### src/rtl/rc4_ksa_fsm_if.sv
// RC4 key-scheduling bus: start/key request, S RAM port and status.
// The KSA block uses the master modport because it drives the S RAM
// address/data/write-enable; the surrounding logic uses the slave modport.
interface rc4_ksa_fsm_if #(
  parameter int KEY_BYTES = 3
);
  logic                   start;
  logic [8*KEY_BYTES-1:0] secret_key;
  logic [7:0]             s_q;
  logic [7:0]             address;
  logic [7:0]             data;
  logic                   s_wren;
  logic                   busy;
  logic                   finish;

  modport master (
    input  start, secret_key, s_q,
    output address, data, s_wren, busy, finish
  );

  modport slave (
    output start, secret_key, s_q,
    input  address, data, s_wren, busy, finish
  );
endinterface

### src/rtl/rc4_ksa_fsm.sv
// RC4 key-scheduling stage. Permutes the 256-entry S-box RAM in place:
//   for i = 0..255: j = j + S[i] + key[i mod KEY_BYTES]; swap S[i], S[j]
// All RAM-facing outputs are registered and take the value belonging to
// the state being entered, so the address is already on the bus in the
// first cycle of each read state.
// Optional feature macro: INIT_PHASE_EN -- when defined, the block first
// writes the identity permutation S[n] = n itself (256 cycles) before
// scheduling; otherwise the RAM must already hold the identity.
module rc4_ksa_fsm #(
  parameter int KEY_BYTES = 3
) (
  input  logic              clock,
  input  logic              reset_n,
  rc4_ksa_fsm_if.master     bus
);

  localparam int KIDX_W = (KEY_BYTES > 1) ? $clog2(KEY_BYTES) : 1;

  typedef enum logic [3:0] {
    IDLE,
    INIT,
    RD_I,
    WT_I,
    LD_I,
    RD_J,
    WT_J,
    LD_J,
    WR_I,
    WR_J,
    NEXT,
    DONE
  } state_t;

  state_t                 state, state_next;
  logic [7:0]             i, i_next;
  logic [7:0]             j, j_next;
  logic [KIDX_W-1:0]      kidx, kidx_next;
  logic [7:0]             si, si_next;
  logic [8*KEY_BYTES-1:0] key_reg, key_next;
  logic [7:0]             address_r, address_next;
  logic [7:0]             data_r, data_next;
  logic                   wren_r, wren_next;
  logic                   busy_r, busy_next;
  logic                   finish_r, finish_next;
  logic [7:0]             key_byte;
  logic [7:0]             j_sum;

  // Select the current key byte; byte 0 is the most significant byte of the key.
  always_comb begin
    key_byte = 8'h00;
    for (int k = 0; k < KEY_BYTES; k++) begin
      if (kidx == KIDX_W'(k)) begin
        key_byte = key_reg[8*(KEY_BYTES-k)-1 -: 8];
      end
    end
  end

  // Next-state, datapath and registered-output values; S[j] is forwarded
  // straight from s_q into the WR_I write data, so no separate sj register.
  always_comb begin
    state_next   = state;
    i_next       = i;
    j_next       = j;
    kidx_next    = kidx;
    si_next      = si;
    key_next     = key_reg;
    address_next = address_r;
    data_next    = data_r;
    wren_next    = 1'b0;
    finish_next  = 1'b0;
    j_sum        = j + bus.s_q + key_byte;

    case (state)
      IDLE: begin
        if (bus.start) begin
          key_next     = bus.secret_key;
          i_next       = 8'd0;
          j_next       = 8'd0;
          kidx_next    = '0;
          address_next = 8'd0;
`ifdef INIT_PHASE_EN
          data_next    = 8'd0;
          wren_next    = 1'b1;
          state_next   = INIT;
`else
          state_next   = RD_I;
`endif
        end
      end
`ifdef INIT_PHASE_EN
      INIT: begin
        if (i == 8'd255) begin
          i_next       = 8'd0;
          address_next = 8'd0;
          state_next   = RD_I;
        end else begin
          i_next       = i + 8'd1;
          address_next = i + 8'd1;
          data_next    = i + 8'd1;
          wren_next    = 1'b1;
        end
      end
`endif
      RD_I: state_next = WT_I;
      WT_I: state_next = LD_I;
      LD_I: begin
        si_next      = bus.s_q;
        j_next       = j_sum;
        address_next = j_sum;
        state_next   = RD_J;
      end
      RD_J: state_next = WT_J;
      WT_J: state_next = LD_J;
      LD_J: begin
        address_next = i;
        data_next    = bus.s_q;
        wren_next    = 1'b1;
        state_next   = WR_I;
      end
      WR_I: begin
        address_next = j;
        data_next    = si;
        wren_next    = 1'b1;
        state_next   = WR_J;
      end
      WR_J: state_next = NEXT;
      NEXT: begin
        if (i == 8'd255) begin
          finish_next = 1'b1;
          state_next  = DONE;
        end else begin
          i_next       = i + 8'd1;
          address_next = i + 8'd1;
          if (kidx == KIDX_W'(KEY_BYTES-1)) begin
            kidx_next = '0;
          end else begin
            kidx_next = kidx + 1'b1;
          end
          state_next = RD_I;
        end
      end
      DONE: state_next = IDLE;
      default: state_next = IDLE;
    endcase

    busy_next = (state_next != IDLE);
  end

  // State, datapath and output registers with synchronous active-low reset.
  always_ff @(posedge clock) begin
    if (!reset_n) begin
      state     <= IDLE;
      i         <= 8'd0;
      j         <= 8'd0;
      kidx      <= '0;
      si        <= 8'd0;
      key_reg   <= '0;
      address_r <= 8'd0;
      data_r    <= 8'd0;
      wren_r    <= 1'b0;
      busy_r    <= 1'b0;
      finish_r  <= 1'b0;
    end else begin
      state     <= state_next;
      i         <= i_next;
      j         <= j_next;
      kidx      <= kidx_next;
      si        <= si_next;
      key_reg   <= key_next;
      address_r <= address_next;
      data_r    <= data_next;
      wren_r    <= wren_next;
      busy_r    <= busy_next;
      finish_r  <= finish_next;
    end
  end

  assign bus.address = address_r;
  assign bus.data    = data_r;
  assign bus.s_wren  = wren_r;
  assign bus.busy    = busy_r;
  assign bus.finish  = finish_r;

endmodule
### src/flat_wrapper.sv
// flat-port wrapper written by rule: the top's interface ports become plain ports
module rc4_ksa_fsm_flat 
#(
  parameter int KEY_BYTES = 3
)
  (clock, reset_n, bus_start, bus_secret_key, bus_s_q, bus_address, bus_data, bus_s_wren, bus_busy, bus_finish);
  rc4_ksa_fsm_if #(.KEY_BYTES(KEY_BYTES)) bus_i ();
  input  logic clock;
  input  logic reset_n;
  input wire logic [$bits(bus_i.start)-1:0] bus_start;
  input wire logic [$bits(bus_i.secret_key)-1:0] bus_secret_key;
  input wire logic [$bits(bus_i.s_q)-1:0] bus_s_q;
  output wire logic [$bits(bus_i.address)-1:0] bus_address;
  output wire logic [$bits(bus_i.data)-1:0] bus_data;
  output wire logic [$bits(bus_i.s_wren)-1:0] bus_s_wren;
  output wire logic [$bits(bus_i.busy)-1:0] bus_busy;
  output wire logic [$bits(bus_i.finish)-1:0] bus_finish;
  assign bus_i.start = bus_start;
  assign bus_i.secret_key = bus_secret_key;
  assign bus_i.s_q = bus_s_q;
  assign bus_address = bus_i.address;
  assign bus_data = bus_i.data;
  assign bus_s_wren = bus_i.s_wren;
  assign bus_busy = bus_i.busy;
  assign bus_finish = bus_i.finish;
  rc4_ksa_fsm #(.KEY_BYTES(KEY_BYTES)) u_core (.clock(clock), .reset_n(reset_n), .bus(bus_i));
endmodule
### config.mk
export PLATFORM = sky130hd
export DESIGN_NAME = rc4_ksa_fsm_flat
export DESIGN_NICKNAME = d
export VERILOG_FILES = /design/src/rtl/rc4_ksa_fsm_if.sv /design/src/rtl/rc4_ksa_fsm.sv /design/src/flat_wrapper.sv
export SDC_FILE = /design/constraint.sdc
export NUM_CORES = 1
export LEC_CHECK = 0
export CAP_MARGIN = 5
export CORE_MARGIN = 2
export CORE_UTILIZATION = 59
export CTS_CLUSTER_SIZE = 24
export DETAILED_ROUTE_END_ITERATION = 16
export GPL_ROUTABILITY_DRIVEN = 1
export PLACE_DENSITY_LB_ADDON = 0.1
export SYNTH_ARGS = -nofsm -noshare
export SYNTH_HDL_FRONTEND = slang
export SYNTH_SLANG_ARGS = --single-unit
### constraint.sdc
create_clock -name clock -period 8.8 [get_ports clock]
set_input_delay 0.88 -clock clock [delete_from_list [all_inputs] [get_ports clock]]
set_output_delay 0.88 -clock clock [all_outputs]
set_load 0.01 [all_outputs]
Word-level counts from Yosys, hierarchy flattened
Cells that the tools add are included.
- flip-flop bits (word level): 73
- logic and storage cells: 60
- output and inout bits: 19
- equality and inequality tests: 14
- muxes and demuxes: 18
- reduce and logical (&&, ||, !) cells: 13
- add/sub/neg operators: 4
- operators by type and width (kind ; count):
    case mux 8 bit (2 select lines) ; 3
    2-to-1 mux 8 bit ; 5
    case mux 4 bit (10 select lines) ; 1
    case mux 8 bit (5 select lines) ; 1
    adder 8 bit ; 2
    == test 4 x 3 -> 1 bit, second input constant ; 4
    == test 4 bit, second input constant ; 3
    adder 8 x 1 -> 8 bit, second input constant ; 1
    == test 4 x 2 -> 1 bit, second input constant ; 2
    == test 8 bit, second input constant ; 1
    2-to-1 mux 4 bit ; 2
    2-to-1 mux 2 bit ; 3
    AND reduction 2 bit ; 3
    AND reduction 3 bit ; 2
    nonzero test 2 bit ; 3
    nonzero test 5 bit ; 1
    logical NOT 4 bit ; 1
    != test 2 bit, second input constant ; 2
    case mux 2 bit (2 select lines) ; 1
    nonzero test 4 bit ; 1
    adder 2 x 1 -> 2 bit, second input constant ; 1
    == test 2 x 1 -> 1 bit, second input constant ; 1
    == test 2 bit, second input constant ; 1
    logical NOT 2 bit ; 1
    other kinds (2) ; 3

Longest topological paths before layout
Gate-level depths: netlist of run 1.
- word-level depth: 6
- gate-level depth with buffers: 13

Least setup slack after synthesis of run 1
Ideal clock, no wire load.
- path type: register to register
- start: register u_core.kidx[0]
- end: register u_core.address_r[5] (netlist: u_core.bus.address[5])
- stages on the path, launching flop included: 14
- required time: 8.712 ns
- path slack: 5.929 ns
- library setup time: 0.088 ns
- arrival time: 2.783 ns
- path buffers: 2
- path through: dfxtp_1 -> clkbuf_1 -> clkbuf_1 -> o22a_1 -> fa_1 -> inv_1 -> ha_1 -> inv_1 -> fa_1 -> nor2b_1 -> o21a_1 -> nor3_1 -> nand3b_1 -> a311oi_2
- cells in the longest elaborated chain, start to end: 6
- RTL lines (what ; RTL line ; source):
    from (decl) ; rc4_ksa_fsm.sv:37 ; logic [KIDX_W-1:0] kidx, kidx_next;
    from (signal assigned) ; rc4_ksa_fsm.sv:167 ; kidx <= kidx_next;
    logical NOT 2 bit ; rc4_ksa_fsm.sv:52 ; if (kidx == KIDX_W'(k)) begin
    2-to-1 mux 8 bit (2 in a row) ; rc4_ksa_fsm.sv:52 ;
    2-to-1 mux 8 bit (*) ; rc4_ksa_fsm.sv:52 ;
    adder 8 bit (*) ; rc4_ksa_fsm.sv:71 ; j_sum = j + bus.s_q + key_byte;
    case mux 8 bit (5 select lines) (*) ; rc4_ksa_fsm.sv:73 ; case (state)
    to (signal assigned) ; rc4_ksa_fsm.sv:170 ; address_r <= address_next;
    to (decl) ; rc4_ksa_fsm.sv:40 ; logic [7:0] address_r, address_next;
Every way passes the cells marked *; elsewhere a longest branch is shown, timed or not.
A chain may end at the register's enable or synchronous reset.

Worst setup path after layout of run 1
- start: register u_core.kidx[1]
- end: register u_core.address_r[7] (netlist: u_core.bus.address[7])
The elaborated chain is that of the path after synthesis.

==> flow_metrics.env, run 1 <==
export IMPL_synth_fp_nets=520
export IMPL_final_area_um2=4490
export IMPL_rsz0062_at_grt="false"
export IMPL_finalSetupViolations=0
export IMPL_core_area_um2=6280
export IMPL_num_io_pins=54
export IMPL_synth_seq_cells=73
export IMPL_fillers=505
export IMPL_fin_tns_setup_ns=0
export IMPL_synth_edff_count=0
export IMPL_dr_wl_met3_um=500
export IMPL_cts_buffers_inserted=9
export IMPL_ir_worst_vdd_v=0.000134
export IMPL_power_density_nw_per_um2=166
export IMPL_run_status="finished, final reports clean"
export IMPL_fmax_mhz=291
export IMPL_multi_input_area_um2=2050
export IMPL_fp_dieArea_um2=7040
export IMPL_drt_wl_total_um=8910
export IMPL_grt_total_usage_pct=26.2
export IMPL_hp_class="reg -> reg"
export IMPL_whs_path_depth=2
export IMPL_reg2regPathDepth=12
export IMPL_layout_drive_gt1_share_pct=5.48
export IMPL_tightest_slew_ns=1.01
export IMPL_htreeDepth=3
export IMPL_wire_per_inst_um=15.2
export IMPL_ant_nets=0
export IMPL_power_uw=745
export IMPL_dp_slack_ns=5.24
export IMPL_drv_slew=0
export IMPL_cp_arrival_ns=3.62
export IMPL_clkSlewWorstSetupHoldPaths_ns=0.07
export IMPL_antenna_found_initial=0
export IMPL_insertedDiodeCount=0
export IMPL_dr_pass1_iters=7
export IMPL_worstSetupStartpointType="flip-flop"
export IMPL_synth_ff_type="dfxtp_1"
export IMPL_leakagePower_nw=1.61
export IMPL_fin_nets=556
export IMPL_post_cts_resized=0
export IMPL_synth_cells=470
export IMPL_grt_max_degree=70
export IMPL_hold_viol_final=0
export IMPL_vias_per_cell=5.85
export IMPL_fin_skew_ns=0.00778
export IMPL_syn_avg_cell_area_um2=8.02
export IMPL_root_buffer="clkbuf_8"
export IMPL_cts_sinks=73
export IMPL_cts_path_max_buffers=2
export IMPL_place_area_um2=4280
export IMPL_end_kind="flip-flop"
export IMPL_initial_core_util_pct=60.0
export IMPL_critical_path_class="reg -> reg"
export IMPL_vias=3439
export IMPL_cts_tree="done"
export IMPL_num_rows=29
export IMPL_critPathMaxFanout=19
export IMPL_gr_total_overflow=0
export IMPL_seqCellArea_um2=1460
export IMPL_gp_congestion=0.926
export IMPL_layout_setup_ws_ns=5.37
export IMPL_grt_pass1_vias=3243
export IMPL_wl_met2_um=4290
export IMPL_dp_cells=572
export IMPL_clock_latency_ns=0.34
export IMPL_max_slew_margin_pct=32.4
export IMPL_finalCriticalPeriod_ns=3.43
export IMPL_critical_path_required_ns=8.99
export IMPL_fin_crit_sh_pct=39.0
export IMPL_cts_setup_buffers=0
export IMPL_final_cells=588
export IMPL_fp_dieH_um=83.9
export IMPL_cts_hold_buf=0
export IMPL_drt_met1_wl_um=3920
export IMPL_die_x_um=83.9
export IMPL_cap_viol_max_count=0
export IMPL_portBuffers=53
export IMPL_yosysWarnings=0
export IMPL_dpl_hpwl_um=6090
export IMPL_ys_types=58
export IMPL_dr_max_layer_used="met4"
export IMPL_async_reset_ff_share_pct=0
export IMPL_syn2layout_area_growth_pct=19.3
export IMPL_largest_reg_flops=24
export IMPL_ys_seq_area_share_pct=38.8
export IMPL_grt_pass1_wl_um=15000
export IMPL_route_detailed_drc=0
export IMPL_syn_area_um2=3770
export IMPL_drt_iter0_markers=355
-- layout by cell type (no fill, tap or decap), types with 2 or more instances in the layout --
cell             synthesis  routed
nor3_1                   9       9
inv_1                   29      29
xnor2_1                  6       6
o31ai_1                  2       2
o21ai_1                  5       5
dfxtp_1                 73      73
a211oi_1                 3       3
nand2_1                 97      97
clkbuf_8                 0      12
nor2b_1                  2       2
and3_1                   7       7
buf_4                    0       3
o21a_1                   2       2
nand3_1                 10      10
nor2_1                  22      22
ha_1                     7       7
fa_1                     8       8
nand3b_1                 3       3
o22ai_1                  4       4
a22oi_1                 13      13
or3_1                    2       2
a21o_1                   2       2
and2_1                   3       3
mux2i_1                 10      10
a222oi_1                 2       2
xor2_1                   3       3
clkdlybuf4s50_1          0      53
o21ai_0                  7       7
a31oi_1                  7       7
a21oi_1                 66      66
clkinvlp_4               0       2
o22a_1                   7       7
a221oi_1                 2       2
-- where the power goes --
part	switching (mW)	leakage (nW)	internal [mW]	total [mW]
logic	0.0608	0.911	0.0486	0.109
registers	0.0123	0.592	0.344	0.356
clock network	0.126	0.105	0.154	0.280
-- metrics by stage --
step,util [%],hold slack [ns]
floorplan,-,0.436
global placement,68.2,0.442
detailed placement,68.2,0.445
CTS,71.6,0.456
global route,71.6,0.472
finish,71.6,0.454
-- critical path: stages (launching register included) --
cell and delay [ns]:
dfxtp_1 0.87, mux2i_1 0.28, o22a_1 0.21, fa_1 0.42, inv_1 0.07, ha_1 0.20
inv_1 0.06, fa_1 0.40, nor2b_1 0.17, o31ai_1 0.10, and3_1 0.17, mux2i_1 0.19
a311oi_1 0.13
-- logic make-up after synthesis --
kind of cell,count (synthesis),synth area share (%)
buffers and inverters,62,6.94
AOI/OAI and AO/OA,133,22.3
muxes,10,2.66
DFF,73,38.8
adders and majority gates,15,6.57
xor gates and xnor gates,9,2.09
and+or+nand+nor,168,20.6
-- final timing paths --
check	startpoint	end	slack, ns
max	u_core.kidx[1]$_SDFFE_PN0P_	u_core.bus.address[7]$_SDFFE_PN0P_	5.37
min	u_core.bus.data[3]$_SDFFE_PN0P_	u_core.bus.data[3]$_SDFFE_PN0P_	0.45
max reg2reg	u_core.kidx[1]$_SDFFE_PN0P_	u_core.bus.address[7]$_SDFFE_PN0P_	5.37
min reg2reg	u_core.bus.data[3]$_SDFFE_PN0P_	u_core.bus.data[3]$_SDFFE_PN0P_	0.45
-- metal layers --
metal | up-vias | GRT usage, %
li1 | 1702 | -
met1 | 1606 | 34.5
met2 | 110 | 42.6
met3 | 21 | 4.15
met4 | 0 | 11.3
met5 | - | 0
-- area by class of cell --
| type | count | share of cell area [%] |
|---|---|---|
| Clock buffer | 12 | 3.67 |
| Clock inverter | 4 | 1.11 |
| Inverter | 31 | 2.59 |
| Multi-Input combinational cell | 335 | 45.7 |
| Sequential cell | 73 | 32.5 |
| Tap cell | 77 | 2.14 |
| Timing Repair Buffer | 56 | 12.3 |
-- cells in the mapped netlist (2+ instances only) --
cell type | n | share of area (%)
a211oi_1 | 3 | 0.60
clkbuf_1 | 18 | 1.8
or3_1 | 2 | 0.33
o21ai_0 | 7 | 0.93
buf_6 | 2 | 0.60
nor3_1 | 9 | 1.2
nand2_1 | 97 | 9.7
a21oi_1 | 66 | 8.8
o21a_1 | 2 | 0.40
and2_1 | 3 | 0.50
dfxtp_1 | 73 | 39
a31oi_1 | 7 | 1.2
o22a_1 | 7 | 1.6
xnor2_1 | 6 | 1.4
o22ai_1 | 4 | 0.66
a21o_1 | 2 | 0.40
o31ai_1 | 2 | 0.40
ha_1 | 7 | 2.3
nor2_1 | 22 | 2.2
xor2_1 | 3 | 0.70
fa_1 | 8 | 4.2
mux2i_1 | 10 | 2.7
a222oi_1 | 2 | 0.53
a221oi_1 | 2 | 0.46
nand3_1 | 10 | 1.3
inv_1 | 29 | 2.9
nor2b_1 | 2 | 0.33
o21ai_1 | 5 | 0.66
a22oi_1 | 13 | 2.6
buf_2 | 11 | 1.5
and3_1 | 7 | 1.2
nand3b_1 | 3 | 0.60
Note: power is estimated with default switching activity, not from simulation.
==> inputs of run 2 (changes only) <==
--- a/config.mk
+++ b/config.mk
@@ -7,7 +7,7 @@
 export LEC_CHECK = 0
 export CAP_MARGIN = 5
 export CORE_MARGIN = 2
-export CORE_UTILIZATION = 59
+export CORE_UTILIZATION = 55
 export CTS_CLUSTER_SIZE = 24
 export DETAILED_ROUTE_END_ITERATION = 16
 export GPL_ROUTABILITY_DRIVEN = 1
==> constraint.sdc (replaced) <==
create_clock -name clock -period 3.5 [get_ports clock]
set_input_delay 0.35 -clock clock [delete_from_list [all_inputs] [get_ports clock]]
set_output_delay 0.35 -clock clock [all_outputs]
set_load 0.01 [all_outputs]
==> flow_metrics.env, run 2 (synthesized netlist as in run 1, its figures left out) <==
export IMPL_power_density_nw_per_um2=441
export IMPL_fmax_mhz=328
export IMPL_end_kind="flip-flop"
export IMPL_finalCriticalPeriod_ns=3.05
export IMPL_r2r_end="u_core.bus.address[2]$_SDFFE_PN0P_"
export IMPL_gp_congestion=0.875
export IMPL_hp_class="reg -> reg"
export IMPL_num_io_pins=54
export IMPL_grt_pass1_wl_um=15100
export IMPL_cts_setup_buffers=0
export IMPL_tightest_slew_ns=0.635
export IMPL_portBuffers=53
export IMPL_htreeDepth=3
export IMPL_vias_per_cell=5.80
export IMPL_gr_total_overflow=0
export IMPL_rsz0062_at_grt="false"
export IMPL_path_cells="mux2i_1 > o22a_1 > fa_1 > inv_1 > ha_1 > inv_1 > fa_1 > nor3_1 > a31oi_1 > o22ai_1 > a21oi_1 > a21oi_1"
export IMPL_cp_num_buf_inv=2
export IMPL_critPathMaxFanout=12
export IMPL_fp_dieH_um=86.8
export IMPL_wire_per_inst_um=15.1
export IMPL_fin_tns_setup_ns=0
export IMPL_drv_slew=0
export IMPL_reg2regPathDepth=12
export IMPL_grt_pass1_vias=3227
export IMPL_finalSetupViolations=0
export IMPL_cts_path_max_buffers=2
export IMPL_root_buffer="clkbuf_8"
export IMPL_fin_crit_sh_pct=87.2
export IMPL_min_delay_start="u_core.si[1]$_SDFFE_PN0P_"
export IMPL_largest_reg_flops=24
export IMPL_die_x_um=86.8
export IMPL_critical_path_required_ns=3.73
export IMPL_r2r_start="u_core.kidx[1]$_SDFFE_PN0P_"
export IMPL_clkSlewWorstSetupHoldPaths_ns=0.07
export IMPL_insertedDiodeCount=0
export IMPL_core_area_um2=6720
export IMPL_cts_tree="done"
export IMPL_syn2layout_area_growth_pct=21.6
export IMPL_num_rows=30
export IMPL_layout_drive_gt1_share_pct=6.02
export IMPL_grt_total_usage_pct=25.4
export IMPL_dp_slack_ns=0.505
export IMPL_dr_pass1_iters=4
export IMPL_clock_latency_ns=0.34
export IMPL_cp_arrival_ns=3.28
export IMPL_cts_hold_buf=0
export IMPL_fp_dieArea_um2=7530
export IMPL_cts_sinks=73
export IMPL_cap_viol_max_count=0
export IMPL_drt_iter0_markers=200
export IMPL_final_common_cell="nand2_1"
export IMPL_cts_buffers_inserted=9
export IMPL_layout_common_cells="nand2_1, dfxtp_1, a21oi_1"
export IMPL_ir_worst_vdd_v=0.000268
export IMPL_route_detailed_drc=0
export IMPL_max_slew_margin_pct=57.4
export IMPL_reg2reg_setup_slack_ns=0.45
export IMPL_fin_skew_ns=0.00343
export IMPL_cp_depth=12
export IMPL_ant_nets=0
export IMPL_hold_viol_final=0
export IMPL_cp_slowest_stage_delay_ns=0.63
export IMPL_antenna_found_initial=0
export IMPL_leakagePower_nw=1.66
export IMPL_whs_path_depth=2
export IMPL_grt_max_degree=50
export IMPL_vias=3450
export IMPL_critPathTopFamily="adder cells"
export IMPL_worstSetupStartpointType="flip-flop"
export IMPL_fin_nets=560
export IMPL_critical_path_class="reg -> reg"
export IMPL_holdPathEnd="u_core.si[1]$_SDFFE_PN0P_"
export IMPL_run_status="finished, final reports clean"
export IMPL_cp_slowest_cell="dfxtp_1"
export IMPL_layout_setup_ws_ns=0.449
export IMPL_dpl_hpwl_um=6230
export IMPL_drt_wl_total_um=9000
export IMPL_initial_core_util_pct=56.1
export IMPL_post_cts_resized=0
run 2: changes by cell type in the layout (fill, tap and decap cells not counted):
cell | previous run | this run
buf_4 | 3 | 6
bufinv_16 | 1 | 3
buf_12 | 0 | 1
clkinv_2 | 1 | 0
clkinvlp_4 | 2 | 1
nor4bb_1 | 0 | 1
nor4bb_2 | 1 | 0
run 2: metal layers:
| layer | vias up | global-route usage (%) | wire, um |
|---|---|---|---|
| li1 | 1701 | - | - |
| met4 | 0 | 11.6 | 272 |
| met2 | 106 | 41.8 | 4200 |
| met3 | 23 | 3.90 | 445 |
| met1 | 1620 | 32.8 | 4080 |
| met5 | - | 0 | 0 |
run 2: report_power, final:
part           leakage, nW  switching, mW  total [mW]  internal [mW]
clock network        0.129          0.314       0.846          0.532
registers            0.592         0.0318       0.896          0.864
logic                0.937          0.155       0.281          0.126
total                 1.66          0.501        2.02           1.52
run 2: worst register-to-register path, cell delays in order, from the launching register on:
cell and delay (ns):
dfxtp_1 0.63, mux2i_1 0.28, o22a_1 0.17, fa_1 0.41, inv_1 0.07, ha_1 0.18, inv_1 0.07, fa_1 0.52
nor3_1 0.07, a31oi_1 0.20, o22ai_1 0.11, a21oi_1 0.15, a21oi_1 0.08
run 2: per-stage QoR:
stage,instances,hold slack [ns],utilization [%],power [mW],instance area (um^2)
6_report,595,0.456,68.2,2.02,4580
2_1_floorplan,470,0.436,-,1.09,3770
4_1_cts,595,0.456,68.2,2.04,4580
5_1_grt,595,0.468,68.2,2.10,4580
3_5_place_dp,579,0.447,64.3,1.19,4320
3_3_place_gp,579,0.442,64.3,1.19,4320
run 2: worst max path at each step:
stage                     slack [ns]                                  to                         from
after global placement          0.57  u_core.bus.address[7]$_SDFFE_PN0P_  u_core.kidx[1]$_SDFFE_PN0P_
after CTS                       0.45  u_core.bus.address[2]$_SDFFE_PN0P_  u_core.kidx[1]$_SDFFE_PN0P_
final                           0.45  u_core.bus.address[2]$_SDFFE_PN0P_  u_core.kidx[1]$_SDFFE_PN0P_
after floorplan                 0.63  u_core.bus.address[5]$_SDFFE_PN0P_  u_core.kidx[0]$_SDFFE_PN0P_
after detailed placement        0.50  u_core.bus.address[7]$_SDFFE_PN0P_  u_core.kidx[1]$_SDFFE_PN0P_
after global routing            0.26  u_core.bus.address[7]$_SDFFE_PN0P_  u_core.kidx[0]$_SDFFE_PN0P_
run 2: layout make-up:
type	instances	area [um^2]
Tap cell	80	100
Timing Repair Buffer	60	596
Multi-Input combinational cell	335	2050
Clock buffer	12	165
Fill cell	579	2140
Inverter	31	116
Clock inverter	4	97.6
Sequential cell	73	1460
